### src/rtl/id_ex_stage.sv
// id_ex_stage: ID/EX pipeline register feeding the ALU.
// Latches decoded fields, resolves EX-stage operand forwarding, detects
// load-use / RAW hazards and sequences stall, flush and bubble insertion.
// Optional macro ID_EX_FWD_EN: when defined, operands are forwarded from
// EX/MEM and MEM/WB; when undefined, no forwarding and hazard also covers
// every RAW dependency on EX, EX/MEM and MEM/WB destinations.
module id_ex_stage #(
  parameter int unsigned WORD_W = 32,
  parameter int unsigned OP_W   = 4,
  parameter int unsigned SHAM_W = 5,
  parameter int unsigned REG_W  = 5
) (
  input  logic              CLK,
  input  logic              nRST,
  input  logic              id_valid,
  input  logic [WORD_W-1:0] id_rdat1,
  input  logic [WORD_W-1:0] id_rdat2,
  input  logic [WORD_W-1:0] id_imm,
  input  logic              id_alusrc,
  input  logic [OP_W-1:0]   id_opcode,
  input  logic [SHAM_W-1:0] id_shamt,
  input  logic [REG_W-1:0]  id_rs,
  input  logic [REG_W-1:0]  id_rt,
  input  logic [REG_W-1:0]  id_wsel,
  input  logic              id_regwen,
  input  logic              id_memread,
  input  logic              stall,
  input  logic              flush,
  input  logic [REG_W-1:0]  exmem_wsel,
  input  logic              exmem_regwen,
  input  logic [WORD_W-1:0] exmem_res,
  input  logic [REG_W-1:0]  memwb_wsel,
  input  logic              memwb_regwen,
  input  logic [WORD_W-1:0] memwb_wdat,
  output logic              ex_valid,
  output logic [WORD_W-1:0] alu_op1,
  output logic [WORD_W-1:0] alu_op2,
  output logic [OP_W-1:0]   alu_opcode,
  output logic [SHAM_W-1:0] alu_shamt,
  output logic [REG_W-1:0]  ex_wsel,
  output logic              ex_regwen,
  output logic              ex_memread,
  output logic [WORD_W-1:0] ex_store_dat,
  output logic              hazard
);

  logic              r_valid;
  logic              r_flush_pend;
  logic [WORD_W-1:0] r_rdat1;
  logic [WORD_W-1:0] r_rdat2;
  logic [WORD_W-1:0] r_imm;
  logic              r_alusrc;
  logic [OP_W-1:0]   r_opcode;
  logic [SHAM_W-1:0] r_shamt;
  logic [REG_W-1:0]  r_rs;
  logic [REG_W-1:0]  r_rt;
  logic [REG_W-1:0]  r_wsel;
  logic              r_regwen;
  logic              r_memread;

  logic              w_load_use;
  logic              w_hazard;
  logic              w_bubble;
  logic [WORD_W-1:0] w_fwd_rs;
  logic [WORD_W-1:0] w_fwd_rt;

  assign ex_valid   = r_valid;
  assign ex_regwen  = r_regwen & r_valid;
  assign ex_memread = r_memread & r_valid;
  assign ex_wsel    = r_wsel;
  assign alu_opcode = r_opcode;
  assign alu_shamt  = r_shamt;

  // Load-use: the instruction in EX is a load whose result decode needs now.
  assign w_load_use = id_valid & ex_valid & ex_memread & (r_wsel != '0) &
                      ((r_wsel == id_rs) | (r_wsel == id_rt));

`ifdef ID_EX_FWD_EN
  // Forward newest producer first; register 0 is never forwarded.
  always_comb begin
    w_fwd_rs = r_rdat1;
    w_fwd_rt = r_rdat2;
    if (exmem_regwen && (exmem_wsel != '0) && (exmem_wsel == r_rs))
      w_fwd_rs = exmem_res;
    else if (memwb_regwen && (memwb_wsel != '0) && (memwb_wsel == r_rs))
      w_fwd_rs = memwb_wdat;
    if (exmem_regwen && (exmem_wsel != '0) && (exmem_wsel == r_rt))
      w_fwd_rt = exmem_res;
    else if (memwb_regwen && (memwb_wsel != '0) && (memwb_wsel == r_rt))
      w_fwd_rt = memwb_wdat;
  end

  assign w_hazard = w_load_use;
`else
  logic w_raw_ex;
  logic w_raw_exmem;
  logic w_raw_memwb;
  logic w_unused;

  // Without forwarding every in-flight producer of a decode source stalls.
  assign w_raw_ex    = ex_regwen & (r_wsel != '0) &
                       ((r_wsel == id_rs) | (r_wsel == id_rt));
  assign w_raw_exmem = exmem_regwen & (exmem_wsel != '0) &
                       ((exmem_wsel == id_rs) | (exmem_wsel == id_rt));
  assign w_raw_memwb = memwb_regwen & (memwb_wsel != '0) &
                       ((memwb_wsel == id_rs) | (memwb_wsel == id_rt));

  assign w_fwd_rs = r_rdat1;
  assign w_fwd_rt = r_rdat2;
  assign w_hazard = w_load_use |
                    (id_valid & (w_raw_ex | w_raw_exmem | w_raw_memwb));
  assign w_unused = ^{exmem_res, memwb_wdat, r_rs, r_rt};
`endif

  // Hazard is held low while the stage is in reset.
  assign hazard = w_hazard & nRST;

  assign alu_op1      = w_fwd_rs;
  assign alu_op2      = r_alusrc ? r_imm : w_fwd_rt;
  assign ex_store_dat = w_fwd_rt;

  assign w_bubble = flush | r_flush_pend | w_hazard;

  // EX slot register: stall holds, flush/hazard bubbles, otherwise capture.
  always_ff @(posedge CLK or negedge nRST) begin
    if (!nRST) begin
      r_valid      <= 1'b0;
      r_flush_pend <= 1'b0;
      r_rdat1      <= '0;
      r_rdat2      <= '0;
      r_imm        <= '0;
      r_alusrc     <= 1'b0;
      r_opcode     <= '0;
      r_shamt      <= '0;
      r_rs         <= '0;
      r_rt         <= '0;
      r_wsel       <= '0;
      r_regwen     <= 1'b0;
      r_memread    <= 1'b0;
    end else if (stall) begin
      if (flush) r_flush_pend <= 1'b1;
    end else if (w_bubble) begin
      r_valid      <= 1'b0;
      r_flush_pend <= 1'b0;
      r_rdat1      <= '0;
      r_rdat2      <= '0;
      r_imm        <= '0;
      r_alusrc     <= 1'b0;
      r_opcode     <= '0;
      r_shamt      <= '0;
      r_rs         <= '0;
      r_rt         <= '0;
      r_wsel       <= '0;
      r_regwen     <= 1'b0;
      r_memread    <= 1'b0;
    end else begin
      r_valid      <= id_valid;
      r_rdat1      <= id_rdat1;
      r_rdat2      <= id_rdat2;
      r_imm        <= id_imm;
      r_alusrc     <= id_alusrc;
      r_opcode     <= id_opcode;
      r_shamt      <= id_shamt;
      r_rs         <= id_rs;
      r_rt         <= id_rt;
      r_wsel       <= id_wsel;
      r_regwen     <= id_regwen & id_valid;
      r_memread    <= id_memread & id_valid;
    end
  end

endmodule

### config.mk
export PLATFORM = sky130hd
export DESIGN_NAME = id_ex_stage
export DESIGN_NICKNAME = d
export VERILOG_FILES = /design/src/rtl/id_ex_stage.sv
export SDC_FILE = /design/constraint.sdc
export NUM_CORES = 1
export LEC_CHECK = 0
export ABC_AREA = 1
export CELL_PAD_IN_SITES_DETAIL_PLACEMENT = 0
export CELL_PAD_IN_SITES_GLOBAL_PLACEMENT = 1
export CORE_MARGIN = 3
export CORE_UTILIZATION = 28
export DETAILED_ROUTE_END_ITERATION = 12
export MAX_ROUTING_LAYER = met4
export PLACE_DENSITY_LB_ADDON = 0.1
export SYNTH_ARGS = -nofsm -noshare
export SYNTH_HDL_FRONTEND = slang
export SYNTH_SLANG_ARGS = --single-unit
### constraint.sdc
create_clock -name CLK -period 1.92 [get_ports CLK]
set_input_delay 0.288 -clock CLK [delete_from_list [all_inputs] [get_ports CLK]]
set_output_delay 0.288 -clock CLK [all_outputs]
set_load 0.05 [all_outputs]
==> key figures, run 1 <==
Pwr
  • Sw frac: 0.327
  • Part of the power in combinational logic: 0.270
  • Sequential share of power: 0.344
  • Leakage power: 4.94 nW
  • Power Internal: 0.00533 W
  • Sw power: 0.00259 W
  • VDD IR max: 570 µV
  • Clock network fraction of design power: 0.386
  • Pwr dens: 839 nW/µm²

Die
  • Top Ports: 318
  • Die W: 152 µm
  • Die ar.: 23100 µm²
  • Site Rows: 52
  • Die height: 152 µm
  • Core ar.: 20600 µm²
  • Initial Util: 0.290

Clock network
  • Num CTS Buffers: 17
  • Clk root buf: clkbuf_16
  • Clk_lat worst skew: 0.41 ns
  • Clk pin slew, worst setup/hold paths: 0.06 ns
  • CTS sink cnt: 115
  • CTS tree: yes
  • H-tree levels: 4
  • Clock buffer depth: 2

Finish
  • Share of post-route cells with drive strength above 1: 0.264
  • Diodes inserted: 0
  • Layout net count: 1141
  • Synth-to-layout area growth: 58.4%
  • Final Util: 0.459

Setup path
  • RR Startpoint: ex_wsel[2]$_DFFE_PN0N_
  • Crit path from: id_rs[2]
  • Worst Setup EP: hazard
  • CP Max Fanout: 4
  • Worst EP arrival: 1.77 ns
  • Critical path type: in -> out
  • R2r worst-path depth: 11
  • CP startpoint kind: primary input
  • Worst Path Required: 1.63 ns
  • Worst setup EP type: output pin
  • Reg2Reg Setup Slack: 0.11 ns
  • Worst R2R End: ex_store_dat[26]$_DFFE_PN0N_

Placement
  • Setup slack at placement: -0.312 ns
  • IO buf count: 253
  • Routability congestion estimate: 0.782
  • Post-DP HPWL: 13400 µm

STA
  • Max-slew violation count: 0
  • Post-route setup slack: -0.137 ns
  • Pin slew with the least headroom to its limit: 0.651 ns
  • Tcrit/Tclk final: 1.07
  • Final Hold Viols: 15
  • Final setup viols: 1
  • Fin crit period: 2.06 ns
  • RSZ-0062 raised after global routing: true
  • Worst Skew: 0.00999 ns
  • FMAX: 486 MHz
  • Worst hold slack: -0.00488 ns
  • Rel. slew slack: 0.566

GRT
  • Antenna violations before repair: 0
  • First-pass GRT wire length: 30600 µm
  • Vias in the first global route: 5625
  • GR Overflow Total: 0
  • Largest net degree at the start of global routing: 116
  • Gr usage total: 0.168

Detailed routing
  • Final WL: 19000 µm
  • DR vias: 5366
  • DRT Pass-1 Iters: 4
  • DRC violations left: 0
  • Via density: 4.40
  • DRT iter0 DRCs: 198
  • Final ANT Viol Nets: 0
  • Wire per inst: 15.6 µm

Synthesis
  • Share of the yosys chip area belonging to registers: 0.483
  • Cell Area, Synth: 5960 µm²
  • Seq cells post-synth: 115
  • Syn_nets: 881
  • Synth warn: 0
  • Post-synth cell types: 19
  • Avg Cell Area, Syn: 8.80 µm²
  • Mapped Cells: 677

Status
  • Failing checks: negative hold slack, negative setup slack
  • Status: complete, but fails checks

Run
  • Maxcap violations: 0

Worst hold path
  • HP Class: in -> async
worst min path at each step:
stage,startpoint,to,slack (ns),cells past startpoint
after CTS,nRST,ex_store_dat[3]$_DFFE_PN0N_,0.04,2
after global routing,nRST,r_imm[3]$_DFFE_PN0N_,0.06,2
final,nRST,ex_store_dat[4]$_DFFE_PN0N_,-0.005,2
after floorplan,nRST,alu_op1[0]$_DFFE_PN0N_,-0.008,0
after detailed placement,r_imm[27]$_DFFE_PN0N_,r_imm[27]$_DFFE_PN0N_,0.46,2
after global placement,r_imm[20]$_DFFE_PN0N_,r_imm[20]$_DFFE_PN0N_,0.46,2
state kept, by name, summed over array words and instances, names as in the netlist:
signal / cells
r_flush_pend: 1
alu_op1: 32
r_imm: 32
alu_shamt: 5
r_regwen: 1
ex_wsel: 5
ex_store_dat: 32
ex_valid: 1
r_memread: 1
alu_opcode: 4
r_alusrc: 1
kinds of logic (layout without fill, tap and decap cells):
| logic type | after synthesis | after routing | share of synthesized area |
|---|---|---|---|
| mux | 32 | 32 | 0.0605 |
| flops | 115 | 115 | 0.483 |
| simple gates | 334 | 335 | 0.218 |
| buf+inv | 74 | 345 | 0.0743 |
| xor+xnor | 8 | 8 | 0.0118 |
| compound gates | 114 | 114 | 0.152 |
critical path, stage by stage:
cell	delay, ns
clkdlybuf4s50_1	0.60
inv_2	0.04
nand2_1	0.06
nand2_1	0.05
nor2_1	0.09
nand3_1	0.08
nand2_1	0.07
nand2_1	0.05
nand3_2	0.10
nand2_4	0.06
nor2_4	0.12
buf_12	0.15
per-layer routing:
metal | global-route usage | vias up | share of wire
li1 | - | 2668 | -
met1 | 0.209 | 2519 | 0.44
met2 | 0.264 | 163 | 0.48
met3 | 0.0594 | 16 | 0.072
met4 | 0.0398 | 0 | 0.0081
met5 | - | - | 0
Yosys cell counts:
library cell | number | area share
nand2_1 | 298 | 0.19
dfrtp_1 | 115 | 0.48
o21ai_2 | 90 | 0.13
mux2_2 | 32 | 0.060
inv_1 | 31 | 0.020
clkbuf_1 | 29 | 0.018
o21ai_0 | 23 | 0.019
nor2_1 | 20 | 0.013
buf_12 | 10 | 0.034
nand3_1 | 8 | 0.0067
xnor2_1 | 6 | 0.0088
nand4_1 | 4 | 0.0042
buf_2 | 2 | 0.0017
inv_2 | 2 | 0.0013
nand2_4 | 2 | 0.0038
xor2_1 | 2 | 0.0029
nand3_2 | 1 | 0.0017
nor3_2 | 1 | 0.0017
o21ai_1 | 1 | 0.00084
power groups by stage:
stage	Combinational (W)	Sequential, W	Clock [W]
after floorplan	0.000857	0.00318	0
after global placement	0.00214	0.00276	0
after detailed placement	0.00215	0.00277	0
after CTS	0.00214	0.00273	0.00315
after global routing	0.00228	0.00275	0.00327
final	0.00214	0.00273	0.00306
area by class of cell:
class | count | area (µm²)
tap | 270 | 338
sequential | 115 | 2890
clock inverter | 13 | 138
clock buffer | 18 | 429
timing repair buffer | 281 | 2840
inverter | 33 | 125
fill | 2078 | 11100
multi-input combinational | 489 | 2690
cells in the final DEF, fill, tap and decap left out:
| cell | Yosys | layout |
|---|---|---|
| nor2_4 | 0 | 1 |
| nand3_1 | 8 | 8 |
| nand2_8 | 0 | 1 |
| inv_6 | 0 | 1 |
| buf_6 | 0 | 5 |
| clkinv_4 | 0 | 3 |
| o21ai_2 | 90 | 92 |
| clkbuf_16 | 0 | 17 |
| clkinv_2 | 0 | 5 |
| buf_12 | 10 | 11 |
| inv_2 | 2 | 3 |
| inv_1 | 31 | 29 |
| nand2_1 | 298 | 298 |
| nand3_2 | 1 | 1 |
| dfrtp_1 | 115 | 109 |
| clkbuf_1 | 29 | 1 |
| nand4_1 | 4 | 4 |
| nand2_4 | 2 | 2 |
| mux2_2 | 32 | 32 |
| nor2_2 | 0 | 4 |
| o21ai_0 | 23 | 13 |
| o21ai_1 | 1 | 9 |
| clkdlybuf4s50_1 | 0 | 149 |
| xnor2_1 | 6 | 6 |
| nor3_2 | 1 | 1 |
| dfrtp_2 | 0 | 6 |
| dlygate4sd2_1 | 0 | 19 |
| xor2_1 | 2 | 2 |
| clkinvlp_4 | 0 | 3 |
| nor2_1 | 20 | 15 |
| buf_4 | 0 | 61 |
| dlymetal6s2s_1 | 0 | 36 |
| bufinv_16 | 0 | 2 |
timing repair:
action                     in CTS  in global routing
pin swaps                       5                  5
gates resized for setup        23                 61
gates cloned                    0                  1
setup endpoints to repair      31                147
setup buffers                   2                  3
hold buffers                    0                  0
through the flow:
| stage | hold WS [ns] | instances | instance area (µm²) | setup TNS (ns) | total power [W] |
|---|---|---|---|---|---|
| after floorplan | -0.00759 | 677 | 5970 | 0 | 0.00404 |
| after global placement | 0.456 | 1182 | 8710 | -27.40 | 0.00490 |
| after detailed placement | 0.460 | 1182 | 8710 | -28.01 | 0.00492 |
| after CTS | 0.0417 | 1215 | 9270 | -0.181 | 0.00803 |
| after global routing | 0.0648 | 1219 | 9440 | -0.636 | 0.00830 |
| final | -0.00488 | 1219 | 9440 | -0.137 | 0.00792 |
(Power assumes the default switching activity.)
==> run 2: changes to the inputs <==
--- a/config.mk
+++ b/config.mk
@@ -8,9 +8,9 @@
 export ABC_AREA = 1
 export CELL_PAD_IN_SITES_DETAIL_PLACEMENT = 0
 export CELL_PAD_IN_SITES_GLOBAL_PLACEMENT = 1
-export CORE_MARGIN = 3
-export CORE_UTILIZATION = 28
+export CORE_UTILIZATION = 30
 export DETAILED_ROUTE_END_ITERATION = 12
+export GPL_TIMING_DRIVEN = 0
 export MAX_ROUTING_LAYER = met4
 export PLACE_DENSITY_LB_ADDON = 0.1
 export SYNTH_ARGS = -nofsm -noshare
==> constraint.sdc (replaced) <==
create_clock -name CLK -period 2.5 [get_ports CLK]
set_input_delay 0.375 -clock CLK [delete_from_list [all_inputs] [get_ports CLK]]
set_output_delay 0.375 -clock CLK [all_outputs]
set_load 0.05 [all_outputs]
==> run 2 against run 1 <==
Against the previous run: combinational power down 23%; the flow now finishes without violations; cell area down 0.54%; worst hold slack better by 0.48 ns; clock power down 24%; non-clock buffer count up 13; setup slack better by 0.27 ns; global-route usage up 2.8 points; die area down 11%.
==> key figures, run 2 (synthesis results as in run 1) <==
Status
  • Status: finished, final reports clean

Setup path
  • Critical path type: reg -> out
  • CP startpoint kind: flip-flop
  • Worst Path Required: 2.12 ns
  • R2r worst-path depth: 13
  • Reg2Reg Setup Slack: 0.67 ns
  • CP Max Fanout: 6
  • Worst EP arrival: 1.99 ns
  • Worst setup EP type: output pin

GRT
  • Layer with the highest usage: met2
  • Vias in the first global route: 5549
  • GR Overflow Total: 0
  • First-pass GRT wire length: 29300 µm
  • M1 GR Usage: 0.230
  • Gr usage total: 0.196
  • Antenna violations before repair: 1
  • Met2 Use GR: 0.320
  • Largest net degree at the start of global routing: 69
  • Met3 usage: 0.0634

Clock network
  • CTS tree: yes
  • Clk root buf: clkbuf_16
  • Clk_lat worst skew: 0.41 ns
  • CTS sink cnt: 115
  • Clk pin slew, worst setup/hold paths: 0.05 ns
  • Post-CTS Setup Repair Bufs: 0
  • H-tree levels: 4
  • Num CTS Buffers: 17
  • Clock buffer depth: 2

STA
  • Rel. slew slack: 0.550
  • Max-slew violation count: 0
  • Fin crit period: 2.36 ns
  • Final Hold Viols: 0
  • FMAX: 423 MHz
  • Final setup viols: 0
  • Tcrit/Tclk final: 0.945
  • Worst Skew: 0.0128 ns
  • Pin slew with the least headroom to its limit: 0.674 ns
  • RSZ-0062 raised after global routing: false

Detailed routing
  • DRT iter0 DRCs: 162
  • Final WL: 18700 µm
  • Via density: 4.41
  • Wire per inst: 15.2 µm
  • DRT Pass-1 Iters: 4
  • DR vias: 5410
  • DRC violations left: 0
  • Final ANT Viol Nets: 0

Finish
  • Most frequent cells in the layout: nand2_1 (298), clkdlybuf4s50_1 (221), dfrtp_1 (115)
  • Most common cell after layout, fill and taps aside: nand2_1
  • Finished layout cell area: 9390 µm²
  • Share of post-route cells with drive strength above 1: 0.182
  • Layout net count: 1153
  • Synth-to-layout area growth: 57.6%
  • Layout filler cell count: 1894
  • Final Util: 0.483

Pwr
  • VDD IR max: 404 µV
  • Leakage power: 4.34 nW
  • Pwr dens: 646 nW/µm²

Placement
  • IO buf count: 252
  • Routability congestion estimate: 0.805
  • Post-DP HPWL: 14400 µm
  • Placed Area: 8840 µm²

Die
  • Initial Util: 0.306
  • Site Rows: 51
  • Core ar.: 19500 µm²
  • Top Ports: 318
  • Die height: 143 µm
  • Die W: 143 µm
  • Die ar.: 20400 µm²

Worst hold path
  • Hold Crit Depth: 2
  • HP Class: reg -> reg

Run
  • Maxcap violations: 0
==> run 2: power breakdown <==
| part | leakage, nW | switching, W | internal [W] |
|---|---|---|---|
| logic | 2.55 | 0.000999 | 0.000636 |
| clock network | 0.261 | 0.000872 | 0.00146 |
| registers | 1.53 | 0.0000972 | 0.00200 |
==> run 2: worst max-delay path: stages (launching register included) <==
cell and delay, ns:
dfrtp_1 0.48, mux2_2 0.38, clkdlybuf4s50_1 0.72
==> run 2: routing by layer <==
metal  routed length, µm  up-vias
met3                1340       13
met4                 250        0
met2                9090      162
met1                8010     2535
met5                   0        -
li1                    -     2700
==> run 2: per-stage QoR <==
stage | worst slack, ns | hold slack, ns | instances | power, W | setup TNS [ns]
5_1_grt | 0.00191 | 0.497 | 1227 | 0.00636 | 0
6_report | 0.137 | 0.473 | 1227 | 0.00607 | 0
2_1_floorplan | 0.0158 | 0.0794 | 677 | 0.00310 | 0
3_3_place_gp | -3.83 | 0.457 | 1194 | 0.00379 | -419.80
3_5_place_dp | -0.461 | 0.347 | 1195 | 0.00381 | -4.39
4_1_cts | 0.0867 | 0.475 | 1226 | 0.00616 | 0
==> run 2: layout make-up <==
type / instances / area (µm²) / share of cell area
Inverter: 33 / 124 / 0.0132
Sequential cell: 115 / 2880 / 0.306
Buffer: 40 / 327 / 0.0348
Tap cell: 265 / 332 / 0.0353
Clock buffer: 19 / 433 / 0.0461
Multi-Input combinational cell: 488 / 2640 / 0.281
Timing Repair Buffer: 254 / 2520 / 0.269
Antenna cell: 1 / 2.50 / 0.000266
Clock inverter: 12 / 134 / 0.0143
==> run 2: path summary, 6_finish.rpt <==
check	endpoint	from
worst max-delay path	alu_op2[0]	r_alusrc$_DFFE_PN0N_
worst min-delay path	r_imm[4]$_DFFE_PN0N_	r_imm[4]$_DFFE_PN0N_
worst max register to register	ex_wsel[2]$_DFFE_PN0N_	ex_wsel[4]$_DFFE_PN0N_
worst min register to register	r_imm[4]$_DFFE_PN0N_	r_imm[4]$_DFFE_PN0N_
max in group asynchronous	alu_op1[5]$_DFFE_PN0N_	nRST
min in group asynchronous	r_imm[7]$_DFFE_PN0N_	nRST
==> run 2: repair_timing <==
| item | 4_1_cts | 5_1_grt |
|---|---|---|
| endpoints found under the hold margin | 47 | 0 |
| resized for setup | 40 | 2 |
| cloned | 0 | 0 |
| endpoints found under the setup margin | 33 | 1 |
| hold buffers | 1 | 0 |
